### src/rtl/cmd_fetch_buffer_if.sv
// ---------------------------------------------------------------------------
// cmd_fetch_buffer_if
// Bundles the command-supply handshake and status signals between the
// upstream word source / control FSM (master) and cmd_fetch_buffer (slave).
//
// Signals:
//   s_valid    master->slave  upstream word valid
//   s_ready    slave->master  buffer can accept a word (not full)
//   s_data     master->slave  {parity, command[CMD_W-1:0]}
//   take       master->slave  consume strobe (control datain_reg_en)
//   flush      master->slave  synchronous FIFO clear
//   err_clr    master->slave  synchronous clear of err_count
//   cmd_out    slave->master  current command (registered)
//   p_error    slave->master  parity error flag travelling with cmd_out
//   cmd_valid  slave->master  1 = cmd_out from FIFO, 0 = injected NOP
//   level      slave->master  FIFO occupancy 0..DEPTH
//   err_count  slave->master  saturating count of bad-parity words accepted
// ---------------------------------------------------------------------------
interface cmd_fetch_buffer_if #(
    parameter int CMD_W = 7,
    parameter int DEPTH = 4
) ();
    logic                     s_valid;
    logic                     s_ready;
    logic [CMD_W:0]           s_data;
    logic                     take;
    logic                     flush;
    logic                     err_clr;
    logic [CMD_W-1:0]         cmd_out;
    logic                     p_error;
    logic                     cmd_valid;
    logic [$clog2(DEPTH):0]   level;
    logic [7:0]               err_count;

    modport master (
        output s_valid, s_data, take, flush, err_clr,
        input  s_ready, cmd_out, p_error, cmd_valid, level, err_count
    );

    modport slave (
        input  s_valid, s_data, take, flush, err_clr,
        output s_ready, cmd_out, p_error, cmd_valid, level, err_count
    );
endinterface

### src/rtl/cmd_fetch_buffer.sv
// ---------------------------------------------------------------------------
// cmd_fetch_buffer
// Command-supply stage for the CPU control FSM. Parity-protected words are
// accepted over a valid/ready handshake, tagged with a parity-error bit and
// buffered in a DEPTH-entry FIFO. One command at a time is presented on the
// registered cmd_out/p_error pair; a take strobe loads the next FIFO head, or
// a NOP (low three bits 3'b111) when the FIFO is empty, so the FSM idles.
//
// Ports:
//   clk   clock, all state updates on the rising edge
//   rst   asynchronous active-high reset
//   bus   cmd_fetch_buffer_if.slave (handshake, control strobes, status)
// ---------------------------------------------------------------------------
module cmd_fetch_buffer #(
    parameter int CMD_W      = 7,
    parameter int DEPTH      = 4,
    parameter int PARITY_ODD = 0
) (
    input  logic               clk,
    input  logic               rst,
    cmd_fetch_buffer_if.slave  bus
);
    localparam int AW    = (DEPTH > 1) ? $clog2(DEPTH) : 1;
    localparam int LW    = AW + 1;
    localparam int ENT_W = CMD_W + 1;

    localparam logic [CMD_W-1:0] NOP_CMD    = CMD_W'(3'b111);
    localparam logic [LW-1:0]    LEVEL_FULL = LW'(DEPTH);
    localparam logic [LW-1:0]    LEVEL_ONE  = LW'(1'b1);
    localparam logic [LW-1:0]    LEVEL_ZERO = {LW{1'b0}};
    localparam logic [AW-1:0]    PTR_ONE    = AW'(1'b1);
    localparam logic [AW-1:0]    PTR_ZERO   = {AW{1'b0}};
    localparam logic [7:0]       ERR_MAX    = 8'hFF;

    // Error bit of an incoming word: 1 when its overall parity is wrong.
    function automatic logic parity_err(input logic [CMD_W:0] word);
        logic err;
        if (PARITY_ODD != 0) begin
            err = ~^word;
        end else begin
            err = ^word;
        end
        return err;
    endfunction

    // FIFO storage: each entry is {error bit, command}
    logic [ENT_W-1:0] mem_q [DEPTH];

    logic [AW-1:0]    wr_ptr_q, wr_ptr_d;
    logic [AW-1:0]    rd_ptr_q, rd_ptr_d;
    logic [LW-1:0]    level_q,  level_d;
    logic [CMD_W-1:0] cmd_q,    cmd_d;
    logic             perr_q,   perr_d;
    logic             cv_q,     cv_d;
    logic [7:0]       errc_q,   errc_d;

    logic             full_s;
    logic             empty_s;
    logic             push_s;
    logic             pop_s;
    logic             in_err_s;
    logic [ENT_W-1:0] head_s;

    // Handshake qualification; flush suppresses both push and pop.
    always_comb begin
        full_s   = (level_q == LEVEL_FULL);
        empty_s  = (level_q == LEVEL_ZERO);
        push_s   = bus.s_valid && !full_s && !bus.flush;
        pop_s    = bus.take && !empty_s && !bus.flush;
        in_err_s = parity_err(bus.s_data);
        head_s   = mem_q[rd_ptr_q];
    end

    // Pointer and occupancy next-state; pointers wrap naturally at DEPTH.
    always_comb begin
        wr_ptr_d = wr_ptr_q;
        rd_ptr_d = rd_ptr_q;
        level_d  = level_q;
        if (bus.flush) begin
            wr_ptr_d = PTR_ZERO;
            rd_ptr_d = PTR_ZERO;
            level_d  = LEVEL_ZERO;
        end else begin
            if (push_s) begin
                wr_ptr_d = wr_ptr_q + PTR_ONE;
            end else begin
                wr_ptr_d = wr_ptr_q;
            end
            if (pop_s) begin
                rd_ptr_d = rd_ptr_q + PTR_ONE;
            end else begin
                rd_ptr_d = rd_ptr_q;
            end
            case ({push_s, pop_s})
                2'b10:   level_d = level_q + LEVEL_ONE;
                2'b01:   level_d = level_q - LEVEL_ONE;
                default: level_d = level_q;
            endcase
        end
    end

    // Output register next-state: take loads the head, or a NOP when nothing
    // is poppable (empty, or flushed this cycle). A word pushed on the same
    // edge is never bypassed to the output.
    always_comb begin
        cmd_d  = cmd_q;
        perr_d = perr_q;
        cv_d   = cv_q;
        if (bus.take) begin
            if (pop_s) begin
                cmd_d  = head_s[CMD_W-1:0];
                perr_d = head_s[CMD_W];
                cv_d   = 1'b1;
            end else begin
                cmd_d  = NOP_CMD;
                perr_d = 1'b0;
                cv_d   = 1'b0;
            end
        end else begin
            cmd_d  = cmd_q;
            perr_d = perr_q;
            cv_d   = cv_q;
        end
    end

    // Saturating bad-parity counter; clear wins over a same-cycle increment.
    always_comb begin
        errc_d = errc_q;
        if (bus.err_clr) begin
            errc_d = 8'h00;
        end else if (push_s && in_err_s && (errc_q != ERR_MAX)) begin
            errc_d = errc_q + 8'h01;
        end else begin
            errc_d = errc_q;
        end
    end

    // Control and output state registers.
    always_ff @(posedge clk or posedge rst) begin
        if (rst) begin
            wr_ptr_q <= PTR_ZERO;
            rd_ptr_q <= PTR_ZERO;
            level_q  <= LEVEL_ZERO;
            cmd_q    <= NOP_CMD;
            perr_q   <= 1'b0;
            cv_q     <= 1'b0;
            errc_q   <= 8'h00;
        end else begin
            wr_ptr_q <= wr_ptr_d;
            rd_ptr_q <= rd_ptr_d;
            level_q  <= level_d;
            cmd_q    <= cmd_d;
            perr_q   <= perr_d;
            cv_q     <= cv_d;
            errc_q   <= errc_d;
        end
    end

    // FIFO storage write; entries are cleared on reset so no stale data leaks.
    always_ff @(posedge clk or posedge rst) begin
        if (rst) begin
            for (int i = 0; i < DEPTH; i++) begin
                mem_q[i] <= {ENT_W{1'b0}};
            end
        end else if (push_s) begin
            mem_q[wr_ptr_q] <= {in_err_s, bus.s_data[CMD_W-1:0]};
        end
    end

    assign bus.s_ready   = !full_s;
    assign bus.cmd_out   = cmd_q;
    assign bus.p_error   = perr_q;
    assign bus.cmd_valid = cv_q;
    assign bus.level     = level_q;
    assign bus.err_count = errc_q;
endmodule

### src/flat_wrapper.sv
// flat-port wrapper written by rule: the top's interface ports become plain ports
module cmd_fetch_buffer_flat 
#(
    parameter int CMD_W      = 7,
    parameter int DEPTH      = 4,
    parameter int PARITY_ODD = 0
)
  (clk, rst, bus_s_valid, bus_s_data, bus_take, bus_flush, bus_err_clr, bus_s_ready, bus_cmd_out, bus_p_error, bus_cmd_valid, bus_level, bus_err_count);
  cmd_fetch_buffer_if #(.CMD_W(CMD_W), .DEPTH(DEPTH)) bus_i ();
  input  logic clk;
  input  logic rst;
  input wire logic [$bits(bus_i.s_valid)-1:0] bus_s_valid;
  input wire logic [$bits(bus_i.s_data)-1:0] bus_s_data;
  input wire logic [$bits(bus_i.take)-1:0] bus_take;
  input wire logic [$bits(bus_i.flush)-1:0] bus_flush;
  input wire logic [$bits(bus_i.err_clr)-1:0] bus_err_clr;
  output wire logic [$bits(bus_i.s_ready)-1:0] bus_s_ready;
  output wire logic [$bits(bus_i.cmd_out)-1:0] bus_cmd_out;
  output wire logic [$bits(bus_i.p_error)-1:0] bus_p_error;
  output wire logic [$bits(bus_i.cmd_valid)-1:0] bus_cmd_valid;
  output wire logic [$bits(bus_i.level)-1:0] bus_level;
  output wire logic [$bits(bus_i.err_count)-1:0] bus_err_count;
  assign bus_i.s_valid = bus_s_valid;
  assign bus_i.s_data = bus_s_data;
  assign bus_i.take = bus_take;
  assign bus_i.flush = bus_flush;
  assign bus_i.err_clr = bus_err_clr;
  assign bus_s_ready = bus_i.s_ready;
  assign bus_cmd_out = bus_i.cmd_out;
  assign bus_p_error = bus_i.p_error;
  assign bus_cmd_valid = bus_i.cmd_valid;
  assign bus_level = bus_i.level;
  assign bus_err_count = bus_i.err_count;
  cmd_fetch_buffer #(.CMD_W(CMD_W), .DEPTH(DEPTH), .PARITY_ODD(PARITY_ODD)) u_core (.clk(clk), .rst(rst), .bus(bus_i));
endmodule
### config.mk
export PLATFORM = sky130hd
export DESIGN_NAME = cmd_fetch_buffer_flat
export DESIGN_NICKNAME = d
export VERILOG_FILES = /design/src/rtl/cmd_fetch_buffer_if.sv /design/src/rtl/cmd_fetch_buffer.sv /design/src/flat_wrapper.sv
export SDC_FILE = /design/constraint.sdc
export NUM_CORES = 1
export LEC_CHECK = 0
export BUFFER_PORTS_ARGS = -buffer_cell sky130_fd_sc_hd__buf_2
export CAP_MARGIN = 20
export CORE_MARGIN = 4
export CORE_UTILIZATION = 30
export DETAILED_ROUTE_END_ITERATION = 16
export HOLD_SLACK_MARGIN = 0.1
export PLACE_DENSITY = 0.48
export SETUP_SLACK_MARGIN = 0.4
export SYNTH_ARGS = -nofsm -noshare
export SYNTH_HDL_FRONTEND = slang
export SYNTH_SLANG_ARGS = --single-unit
### constraint.sdc
create_clock -name clk -period 4.6 [get_ports clk]
set_input_delay 0.46 -clock clk [delete_from_list [all_inputs] [get_ports clk]]
set_output_delay 0.46 -clock clk [all_outputs]
set_load 0.005 [all_outputs]
## After elaboration in Yosys (flattened, before gate mapping)

Index checks and enable logic that the tools add are counted.

| word-level totals | value |
|---|---|
| register bits after elaboration | 56 |
| latch bits | 0 |
| memory bits (writable) | 0 |
| memory bits (read-only) | 0 |
| input bits | 14 |
| logic and storage cells | 58 |
| memories | 0 |

| operators by class | value |
|---|---|
| add/sub/neg operators | 5 |
| $mul | 0 |
| div/mod/pow operators | 0 |
| magnitude comparators | 3 |
| equality and inequality tests | 4 |
| shift operators | 0 |
| muxes and demuxes | 17 |
| bitwise gates (word level) | 2 |
| reductions and logical operators | 16 |

Operators with widths:

| kind | count |
|---|---|
| two-way mux 8 bit | 5 |
| bitwise mux 32 bit | 1 |
| binary-select mux 8 bit (select 2 bit) | 1 |
| demux 8 bit (select 2 bit) | 1 |
| adder 8 x 1 -> 8 bit, second input constant | 1 |
| two-way mux 2 bit | 4 |
| inequality test 8 bit, second input constant | 1 |
| parity 8 bit | 1 |
| logical AND 1 bit | 7 |
| two-way mux 7 bit | 1 |
| greater-or-equal comparator 3 bit, second input constant | 2 |
| NOT 2 -> 3 bit | 2 |
| case mux 3 bit (2 select lines) | 1 |
| nonzero test 2 bit | 3 |
| adder 2 x 1 -> 2 bit, second input constant | 2 |
| adder 3 x 1 -> 3 bit, second input constant | 1 |
| == test 3 bit, second input constant | 1 |
| zero test 1 bit | 3 |
| zero test 3 bit | 1 |
| < comparator 3 x 1 -> 1 bit, second input constant | 1 |
| two-way mux 3 bit | 1 |
| nonzero test 3 bit | 1 |
| subtractor 3 x 1 -> 3 bit, second input constant | 1 |
| == test 2 x 1 -> 1 bit, second input constant | 1 |
| other kinds (2) | 3 |

## Logic depth before layout (Yosys ltp)

| logic depth | value |
|---|---|
| depth after elaboration | 8 |
| mapped depth | 10 |

## Least setup slack after synthesis

No wires, ideal clock.

| path | value |
|---|---|
| kind | reg2reg |
| start point | reg u_core.level_q[0], in the netlist u_core.bus.level[0] |
| end point | reg u_core.level_q[2], in the netlist u_core.bus.level[2] |
| data arrival time | 2.160 ns |
| data required time | 4.472 ns |
| path slack | 2.311 ns |
| cell stages (with the launch flop) | 10 |
| path buffers | 1 |
| clock period less this slack | 2.289 ns |
| cell sequence | dfrtp_1 -> o31ai_2 -> nand2b_1 -> clkbuf_1 -> a21oi_1 -> fa_1 -> a211o_1 -> nand2_1 -> xnor2_1 -> nor2_1 |

| on the way | value |
|---|---|
| longest elaborated chain between the ends | 7 |
| elaborated cells on any way between the ends | 15 |
| classes of those cells | add/sub: 2; eq/ne: 3; mux: 2; reduce/logical: 8 |

RTL lines:

| what | line | source |
|---|---|---|
| start, declared | cmd_fetch_buffer.sv:51 | `logic [LW-1:0] level_q, level_d;` |
| start signal, assigned | cmd_fetch_buffer.sv:151 | `level_q <= level_d;` |
| == test 3 bit / zero test 3 bit (equally long branches) | cmd_fetch_buffer.sv:66, cmd_fetch_buffer.sv:67 |  |
| zero test 1 bit (on tied branches) | cmd_fetch_buffer.sv:68, cmd_fetch_buffer.sv:69 |  |
| logical AND 1 bit (on tied branches) (2 in series) | cmd_fetch_buffer.sv:68, cmd_fetch_buffer.sv:69 |  |
| == test 2 x 1 -> 1 bit / == test 2 bit (equally long branches) | cmd_fetch_buffer.sv:94 | `case ({push_s, pop_s})` |
| case mux 3 bit (2 select lines) | cmd_fetch_buffer.sv:94 |  |
| two-way mux 3 bit | cmd_fetch_buffer.sv:79 | `if (bus.flush) begin` |

Parallel ways exist; a longest one is shown, timed or not.
A chain may end at the register's enable or synchronous reset.

## Worst setup path in the final report

Same ends and word-level chain as after synthesis.

==> results.toml <==
[clock_network]
ctsResizeCount = 0
clk_latency_ns = 0.31
cts_max_level = 2
cts-root-buf = "clkbuf_8"
clkTransAtPathRegs_ns = 0.10
tritoncts = "yes"
clockBufferDepth = 2
hold_buffers = 0
cts_buffers = 5
cts.sinks = 56
post_cts_buffers = 0

[logic_synthesis]
syn_area_mm2 = 0.00269
ys_top_cells_by_area = "dfrtp_1 (49%), mux2_2 (12%), mux4_2 (6.7%), xnor2_1 (3.6%), dfstp_2 (2.9%)"
yosys_register_bits = 56
synth_ff_type = "dfrtp_1"
synthArstFlopShare_pct = 100
yosys-top-cells-count = "dfrtp_1 (53), mux2_2 (28), inv_1 (17)"
seq_area_frac_synth_pct = 52.2
synth_top_area_share_pct = 49.3
syn_inst = 214
synth-edff-count = 0
syn_nets = 234
yosys_warnings = 0
syn_area_per_cell_um2 = 12.6
synth_most_common_cell = "dfrtp_1"
synth_area_leader_cell = "dfrtp_1"
synth_cell_types = 37

[sta]
timing.hold.ws_ns = 0.327
timing.setup.tns_ns = 0
fin_worst_skew_ns = 0.00602
fin_ws_ns = 2.20
drv_slew = 0
setup_viol_count_final = 0
max_freq_ghz = 0.417
slew_headroom_pct = 51.7
finalHoldViolCount = 0
grt_setup_unrepaired = "false"
post-route-period-util_pct = 52.2
worstMarginPinSlew_ns = 0.724
period_needed_ns = 2.40

[setup_path]
worstPathRequired_ns = 4.80
critPathSlowestCell = "o31ai_2"
cp_cell_sequence = "o31ai_2 -> nand2b_1 -> a21oi_1 -> fa_1 -> a211o_1 -> nand2_1 -> xnor2_1 -> nor2_1"
critPathBufInv = 0
worst_setup_path_end_kind = "register"
startpoint_type = "register"
slowest_delay_ns = 0.47
path_class = "reg -> reg"
arrival_ns = 2.60
cpLargestDelayFamily = "compound AO/OA/AOI/OAI gates"
worst-path-max-fanout = 10

[power_and_ir_drop]
leakagePower_uw = 0.00141
power_density_mw_per_mm2 = 535
worst_ir_drop_vdd_uv = 143

[layout]
nNetsFinal = 268
antenna_cells = 0
final_layout_size_suffix_gt1_share_pct = 35.7
fin_cells = 357
area_growth_syn_to_layout_pct = 14.4
post-route-cell-area_mm2 = 0.00308

[floorplan]
dieArea_mm2 = 0.0106
fp.dieW_um = 103
die_y_um = 103
row_count = 34
initial_core_util_pct = 30.9
io_pins = 35
core_mm2 = 0.00872

[routing]
dr.pass1.iters = 4
routedWlPerCell_um = 15.4
vias = 1694
ant_nets = 0
wl_mm = 5.48
drt_iter0_drc = 64
drc = 0
avgViaCountPerCell = 4.75

[placed_design]
dp_slack_ns = 2.19
place_area_mm2 = 0.00297
dp_hpwl_mm = 3.80
portBuffers = 34
gp_congestion = 0.702
dp_cells = 349

[global_route]
track_usage_pct = 11.2
antenna_found_initial = 0
grt_pass1_wl_mm = 9.12
first_global_vias = 1704
grt_max_degree = 57
grt_overflow_total = 0

[hold_path]
hold_path_class = "in -> async"

[run]
drv_cap = 0

[outcome]
status = "completed"
## worst reg2reg max path: cells and delay by family, from the launching register on
| kind | cells | cell delay, ns |
|---|---|---|
| flops | 1 | 0.46 |
| simple gates | 3 | 0.52 |
| fa+ha+maj | 1 | 0.40 |
| xor+xnor | 1 | 0.11 |
| compound gates | 3 | 0.80 |
## cells in the final DEF, fill, tap and decap left out, types with 4 or more instances in the layout
cell / netlist / final
a21oi_1: 6 / 6
buf_2: 2 / 34
clkbuf_8: 0 / 5
dfrtp_1: 53 / 53
ha_1: 5 / 5
inv_1: 17 / 16
mux2_2: 28 / 28
mux4_2: 8 / 8
nand2_1: 9 / 9
nand2_4: 4 / 4
nand3_1: 5 / 5
nor2_1: 11 / 11
o21ai_0: 6 / 6
o22ai_1: 5 / 5
xnor2_1: 11 / 11
## flip-flops by register name (all words and copies together) (netlist names)
name / cells
u_core.bus.cmd_out: 7
u_core.bus.err_count: 8
u_core.bus.level: 3
u_core.mem_q: 32
u_core.wr_ptr_q: 2
u_core.bus.p_error: 1
u_core.bus.cmd_valid: 1
u_core.rd_ptr_q: 2
## layout make-up
type	count	area [um2]
fill	882	5640
sequential	56	1410
multi-input combinational	132	1180
timing repair buffer	36	185
tap	108	135
clock buffer	6	72.6
inverter	17	63.8
clock inverter	2	38.8
## logic make-up after synthesis
group                      after synthesis  synth area share (%)
adders and majority gates                6                  3.07
buffers and inverters                   26                  4.00
AOI/OAI and AO/OA                       26                  6.56
DFF                                     56                  52.2
and+or+nand+nor                         46                  9.53
xor gates and xnor gates                13                  4.23
muxes                                   41                  20.4
## stage by stage
step	power [uW]	util, %
final	1650	35.3
after floorplan	1190	-
after CTS	1680	35.3
after global placement	1330	34.0
after global routing	1770	35.3
after detailed placement	1340	34.0
## metal layers
metal,track usage (%),routed length (um)
met5,0,0
met4,2.72,55
met3,2.17,152
met2,17.7,2580
met1,15.9,2690
## final timing paths
kind                                      from                      end  slack (ns)  cells after the start
min in group clk                     bus_flush      u_core.bus.level[0]        0.43                      2
hold / removal                             rst  u_core.bus.err_count[7]        0.33                      3
setup reg to reg           u_core.bus.level[0]      u_core.bus.level[2]        2.20                      8
hold reg to reg               u_core.mem_q[15]         u_core.mem_q[15]        0.49                      2
setup / recovery           u_core.bus.level[0]      u_core.bus.level[2]        2.20                      8
max in group asynchronous                  rst       u_core.rd_ptr_q[1]        3.78                      3
## where the power goes
part	leakage (uW)	internal, uW	switching [uW]
logic	0.000635	299	219
clock network	0.0000558	165	166
registers	0.000721	677	123
Note: power is estimated with default switching activity, not from simulation.
